`src/rtl/nbcac_pkg.sv`:
```
// Shared types and constants for the NBCAC transmit path.
package nbcac_pkg;

  localparam int unsigned NBCAC_DW = 18;
  localparam int unsigned NBCAC_CW = 26;

  // Fibonacci weights for codeword bit positions 0..25 (LSB first).
  localparam int unsigned NBCAC_FIB [NBCAC_CW] = '{
    1, 1, 2, 3, 5, 8, 13, 21, 34, 55, 89, 144, 233, 377, 610, 987,
    1597, 2584, 4181, 6765, 10946, 17711, 28657, 46368, 75025, 121393
  };

  typedef enum logic {
    IDLE  = 1'b0,
    BURST = 1'b1
  } nbcac_sched_state_t;

endpackage

```
`src/rtl/nbcac_18di_encoder_core.sv`:
```
// 18-bit data to 26-bit Fibonacci-based CAC codeword; purely combinational.
module nbcac_18di_encoder_core
  import nbcac_pkg::*;
(
  input  logic [NBCAC_DW-1:0] d,
  output logic [NBCAC_CW:1]   v
);

  localparam int unsigned RW = NBCAC_DW + 1;

  logic [RW-1:0] rem;

  // Greedy MSB-first decomposition over the Fibonacci weights.
  always_comb begin
    v   = '0;
    rem = {1'b0, d};
    for (int unsigned k = NBCAC_CW; k >= 1; k--) begin
      if (rem >= RW'(NBCAC_FIB[k-1])) begin
        v[k] = 1'b1;
        rem  = rem - RW'(NBCAC_FIB[k-1]);
      end
    end
  end

endmodule

```
`src/rtl/nbcac_rr_picker.sv`:
```
// Cyclic find-first: first set bit of vld searching upward from ptr, wrapping at N.
module nbcac_rr_picker #(
  parameter int unsigned N  = 4,
  parameter int unsigned IW = (N > 1) ? $clog2(N) : 1
) (
  input  logic [N-1:0]  vld,
  input  logic [IW-1:0] ptr,
  output logic          found,
  output logic [IW-1:0] idx
);

  localparam int unsigned CW = IW + 1;

  logic [CW-1:0] cand;

  always_comb begin
    found = 1'b0;
    idx   = '0;
    cand  = '0;
    for (int unsigned k = 0; k < N; k++) begin
      cand = {1'b0, ptr} + CW'(k);
      if (cand >= CW'(N)) cand = cand - CW'(N);
      if (!found && vld[cand[IW-1:0]]) begin
        found = 1'b1;
        idx   = cand[IW-1:0];
      end
    end
  end

endmodule

```
`src/rtl/nbcac_tx_scheduler.sv`:
```
// Round-robin burst scheduler sharing one CAC encoder among N_REQ requesters,
// feeding a single registered codeword slot.
module nbcac_tx_scheduler
  import nbcac_pkg::*;
#(
  parameter int unsigned N_REQ     = 4,
  parameter int unsigned BURST_MAX = 8
) (
  input  logic                          clock,
  input  logic                          rst_n,
  input  logic [N_REQ-1:0]              req_valid,
  input  logic [N_REQ*NBCAC_DW-1:0]     req_data,
  input  logic [N_REQ-1:0]              req_last,
  output logic [N_REQ-1:0]              req_ready,
  output logic [NBCAC_CW:1]             codeout,
  output logic                          code_valid,
  output logic [$clog2(N_REQ)-1:0]      code_src,
  output logic                          code_last,
  input  logic                          out_ready
);

  localparam int unsigned IW   = $clog2(N_REQ);
  localparam int unsigned CNTW = $clog2(BURST_MAX) + 1;

  nbcac_sched_state_t state_q, state_d;
  logic [IW-1:0]      rr_ptr_q, rr_ptr_d;
  logic [IW-1:0]      owner_q, owner_d;
  logic [CNTW-1:0]    cnt_q, cnt_d;

  logic               found;
  logic [IW-1:0]      winner;
  logic [IW-1:0]      sel;
  logic               sel_valid;
  logic               slot_free;
  logic               xfer;
  logic               eob;
  logic [CNTW-1:0]    cnt_eff;
  logic [NBCAC_DW-1:0] enc_d;
  logic [NBCAC_CW:1]  enc_v;

  function automatic logic [IW-1:0] ptr_inc(input logic [IW-1:0] p);
    return (p == IW'(N_REQ - 1)) ? '0 : p + IW'(1);
  endfunction

  nbcac_rr_picker #(
    .N  (N_REQ),
    .IW (IW)
  ) u_picker (
    .vld   (req_valid),
    .ptr   (rr_ptr_q),
    .found (found),
    .idx   (winner)
  );

  nbcac_18di_encoder_core u_enc (
    .d (enc_d),
    .v (enc_v)
  );

  // Grant path stays independent of req_data/req_last; only eob uses req_last.
  always_comb begin
    sel       = (state_q == BURST) ? owner_q : winner;
    sel_valid = (state_q == BURST) ? req_valid[owner_q] : found;
    cnt_eff   = (state_q == BURST) ? cnt_q : '0;
    slot_free = !code_valid || out_ready;
    xfer      = rst_n && sel_valid && slot_free;
    req_ready = '0;
    if (xfer) req_ready[sel] = 1'b1;
    eob = req_last[sel] || (cnt_eff == CNTW'(BURST_MAX - 1));
    enc_d = '0;
    for (int unsigned i = 0; i < N_REQ; i++) begin
      if (sel == IW'(i)) enc_d = req_data[i*NBCAC_DW +: NBCAC_DW];
    end
  end

  always_comb begin
    state_d  = state_q;
    rr_ptr_d = rr_ptr_q;
    owner_d  = owner_q;
    cnt_d    = cnt_q;
    case (state_q)
      IDLE: begin
        if (xfer) begin
          if (eob) begin
            rr_ptr_d = ptr_inc(sel);
          end else begin
            state_d = BURST;
            owner_d = sel;
            cnt_d   = CNTW'(1);
          end
        end
      end
      BURST: begin
        if (xfer) begin
          if (eob) begin
            state_d  = IDLE;
            rr_ptr_d = ptr_inc(owner_q);
            cnt_d    = '0;
          end else begin
            cnt_d = cnt_q + CNTW'(1);
          end
        end
      end
      default: state_d = IDLE;
    endcase
  end

  always_ff @(posedge clock) begin
    if (!rst_n) begin
      state_q  <= IDLE;
      rr_ptr_q <= '0;
      owner_q  <= '0;
      cnt_q    <= '0;
    end else begin
      state_q  <= state_d;
      rr_ptr_q <= rr_ptr_d;
      owner_q  <= owner_d;
      cnt_q    <= cnt_d;
    end
  end

  // Slot contents only change on a load so the link bus stays quiet when idle.
  always_ff @(posedge clock) begin
    if (!rst_n) begin
      codeout    <= '0;
      code_valid <= 1'b0;
      code_src   <= '0;
      code_last  <= 1'b0;
    end else if (xfer) begin
      codeout    <= enc_v;
      code_valid <= 1'b1;
      code_src   <= sel;
      code_last  <= eob;
    end else if (out_ready) begin
      code_valid <= 1'b0;
    end
  end

endmodule

```
`config.mk`:
```
export PLATFORM = sky130hd
export DESIGN_NAME = nbcac_tx_scheduler
export DESIGN_NICKNAME = d
export VERILOG_FILES = /design/src/rtl/nbcac_pkg.sv /design/src/rtl/nbcac_18di_encoder_core.sv /design/src/rtl/nbcac_rr_picker.sv /design/src/rtl/nbcac_tx_scheduler.sv
export SDC_FILE = /design/constraint.sdc
export NUM_CORES = 1
export LEC_CHECK = 0
export ABC_AREA = 1
export BUFFER_PORTS_ARGS = -buffer_cell sky130_fd_sc_hd__buf_4
export CAP_MARGIN = 10
export CORE_UTILIZATION = 60
export CTS_CLUSTER_DIAMETER = 40
export DETAILED_ROUTE_END_ITERATION = 10
export GPL_TIMING_DRIVEN = 1
export PLACE_DENSITY_LB_ADDON = 0.25
export SYNTH_ARGS = -nofsm -noshare
export SYNTH_HDL_FRONTEND = slang
export SYNTH_SLANG_ARGS = --single-unit
```
`constraint.sdc`:
```
create_clock -name clock -period 38.8 [get_ports clock]
set_input_delay 1.94 -clock clock [delete_from_list [all_inputs] [get_ports clock]]
set_output_delay 1.94 -clock clock [all_outputs]
set_load 0.005 [all_outputs]
```
==> impl_metrics.py <==
metrics = {
    "timing": {
        "fin_worst_skew_ns": 0.00748,
        "finalHoldViolations": 0,
        "fin_ws_ns": 3.60,
        "timing.final.crit_period_ns": 35.20,
        "fmax_ghz": 0.0284,
        "finalSetupViolations": 0,
        "tightest_slew_ns": 0.649,
        "drv_slew": 0,
        "min_period_over_period_pct": 90.7,
        "slew_headroom_pct": 56.3,
    },
    "worst_setup_path": {
        "worstSetupPathType": "in2reg",
        "reg2reg_from": "rr_ptr_q[0]",
        "end_kind": "flip-flop",
        "critPathMostFrequentCell": "nand2_1",
        "crit_fanout": 29,
        "ff2ff_setup_slack_ns": 4.70,
        "ff2ff_path_depth": 212,
        "timing.rr.end": "codeout[1]",
        "slowest_delay_ns": 0.55,
        "critPathLaunchType": "primary input",
        "crit_arrival_ns": 35.44,
        "required_ns": 39.05,
        "critical_path.slowest_cell": "ha_2",
    },
    "routing": {
        "drt_iter0_markers": 1877,
        "drtAntennaViolNets": 0,
        "wl_um": 66200,
        "wire_per_inst_um": 13.4,
        "drt_first_pass_iters": 6,
        "vias": 26500,
        "viasPerCell": 5.38,
        "drc": 0,
    },
    "yosys": {
        "ys_seq_area_share_pct": 3.21,
        "synth_enable_flop_cells": 0,
        "avgSynthCellArea_um2": 5.56,
        "yosysTopAreaCell": "nand2_1",
        "yosysUniqueCellTypes": 72,
        "ys_top_cells_by_area": "nand2_1, nand2_2, nand3_1",
        "synthFlopType": "dfxtp_1",
        "synthCells": 4371,
        "async_reset_ff_share_pct": 0,
        "synth_area_um2": 24300,
        "synth_top_area_share_pct": 19.2,
        "syn_nets": 4502,
        "yosys_warnings": 0,
        "synth-seq-cells": 39,
    },
    "floorplanning": {
        "fp.dieW_um": 203,
        "design.core.area_um2": 39800,
        "num_rows": 73,
        "die-area_um2": 41300,
        "io_pins": 117,
        "initial_core_util_pct": 61.0,
        "die_y_um": 203,
    },
    "global_route": {
        "grt_use_total_pct": 31.7,
        "grt_first_pass_wirelength_um": 111000,
        "antenna_found_initial": 0,
        "grt-ovfl-total": 0,
        "grt_max_degree": 36,
        "grt_pass1_vias": 24000,
    },
    "place": {
        "place_ws_ns": 1.67,
        "gp_congestion": 0.959,
        "hpwl_um": 54500,
        "placed_cell_area_um2": 24800,
        "port_buffers": 116,
    },
    "clocking": {
        "worstSkewPairLatency_ns": 0.35,
        "clock-sinks": 39,
        "cts_buffer_depth": 2,
        "numCtsBuffers": 5,
        "clk_pin_slew_ns": 0.09,
        "h-tree-depth": 2,
        "cts_tree": "done",
        "cts-root-buf": "clkbuf_16",
    },
    "final_layout": {
        "syn_to_final_growth_pct": 3.08,
        "fillers": 4097,
        "nets": 4534,
        "drive_gt1_share_pct": 27.2,
        "stdcell_area_um2": 25000,
        "final_common_cell": "nand2_1",
        "layout_common_cells": "nand2_1, nand2_2, inv_1, nand3_1, nor2_1",
        "diodes": 0,
    },
    "worst_hold_path": {
        "whs_path_depth": 2,
        "worstHoldPathType": "reg2reg",
        "hold_end": "cnt_q[3]",
        "hold_path.startpoint": "cnt_q[3]",
    },
    "outcome": {
        "outcome": "completed",
    },
    "run": {
        "drv_cap": 0,
    },
}
==> Yosys cell counts (10+ instances only) <==
library cell  instances
a21oi_1              69
a21oi_2              16
buf_12               11
buf_6                45
buf_8                10
clkinv_1             24
clkinv_2             11
dfxtp_1              39
ha_1                 48
inv_1               464
inv_2               107
nand2_1            1245
nand2_2             484
nand2_4             112
nand3_1             403
nand3_2              88
nand3_4              13
nand3b_1             25
nand4_1             170
nor2_1              372
nor2_2              130
nor2_4               30
nor3_1               21
o211ai_1             22
o21ai_0              95
o21ai_1              42
o21ai_2              16
o21bai_1             12
or2_2                11
xnor2_1              17
xor2_1              116
==> per-layer routing <==
layer | global-route usage (%) | vias up | share of wire (%)
met5 | 0 | - | 0
met4 | 11.4 | 0 | 3.5
met3 | 3.40 | 143 | 5.4
met2 | 53.3 | 773 | 45
met1 | 41.5 | 11700 | 46
li1 | - | 13900 | -
==> cell families after synthesis <==
kind of cell	synth area share [%]
buffers and inverters	14.7
adders and majority gates	2.47
AOI/OAI and AO/OA	7.38
xor gates and xnor gates	4.86
DFF	3.21
and+or+nand+nor	67.4
==> how the worst max path moves through the flow <==
stage | from | end | cells after the start | slack [ns]
2_1_floorplan | req_valid[0] | codeout[1] | 234 | 10.98
3_3_place_gp | req_valid[0] | codeout[1] | 212 | 2.61
3_5_place_dp | req_valid[0] | codeout[1] | 213 | 1.67
4_1_cts | req_valid[0] | codeout[1] | 213 | 2.01
5_1_grt | req_valid[0] | codeout[1] | 209 | -0.01
6_report | req_valid[0] | codeout[1] | 212 | 3.60
==> area by class of cell <==
class | instances | area, µm² | area share [%]
sequential | 39 | 781 | 3.12
inverter | 626 | 2510 | 10.0
timing repair buffer | 120 | 901 | 3.60
multi-input combinational | 3611 | 20000 | 80.0
tap | 525 | 657 | 2.62
clock buffer | 5 | 125 | 0.500
clock inverter | 3 | 23.8 | 0.0950
==> registers in the layout, indices dropped and copies added (netlist names), named ones only <==
name,flops
cnt_q,4
code_last,1
codeout,26
owner_q,2
code_valid,1
rr_ptr_q,2
code_src,2
==> timing repair <==
item,CTS,global route
setup endpoints to repair,0,3
resized for setup,0,15
setup buffers,0,0
hold buffers,0,0
==> worst max-delay path, delay by kind of cell <==
family                   cells  cell delay [ns]
AO/OA/AOI/OAI                8             1.59
XOR/XNOR                     2             0.65
adder cells (fa/ha/maj)     13             3.09
buffers and inverters       28             3.00
AND/OR/NAND/NOR            161            25.02
==> through the flow <==
step	cells	hold slack (ns)	utilization (%)	TNS, ns
after floorplan	4371	0.452	-	0
after global placement	4921	0.471	62.3	0
after detailed placement	4921	0.473	62.3	0
after CTS	4929	0.486	62.7	0
after global routing	4929	0.513	62.9	-0.0149
final	4929	0.487	62.9	0
Power is left out: the tool's default activity adds up to more than one toggle a clock period on the data nets, which glitch-free logic cannot reach.
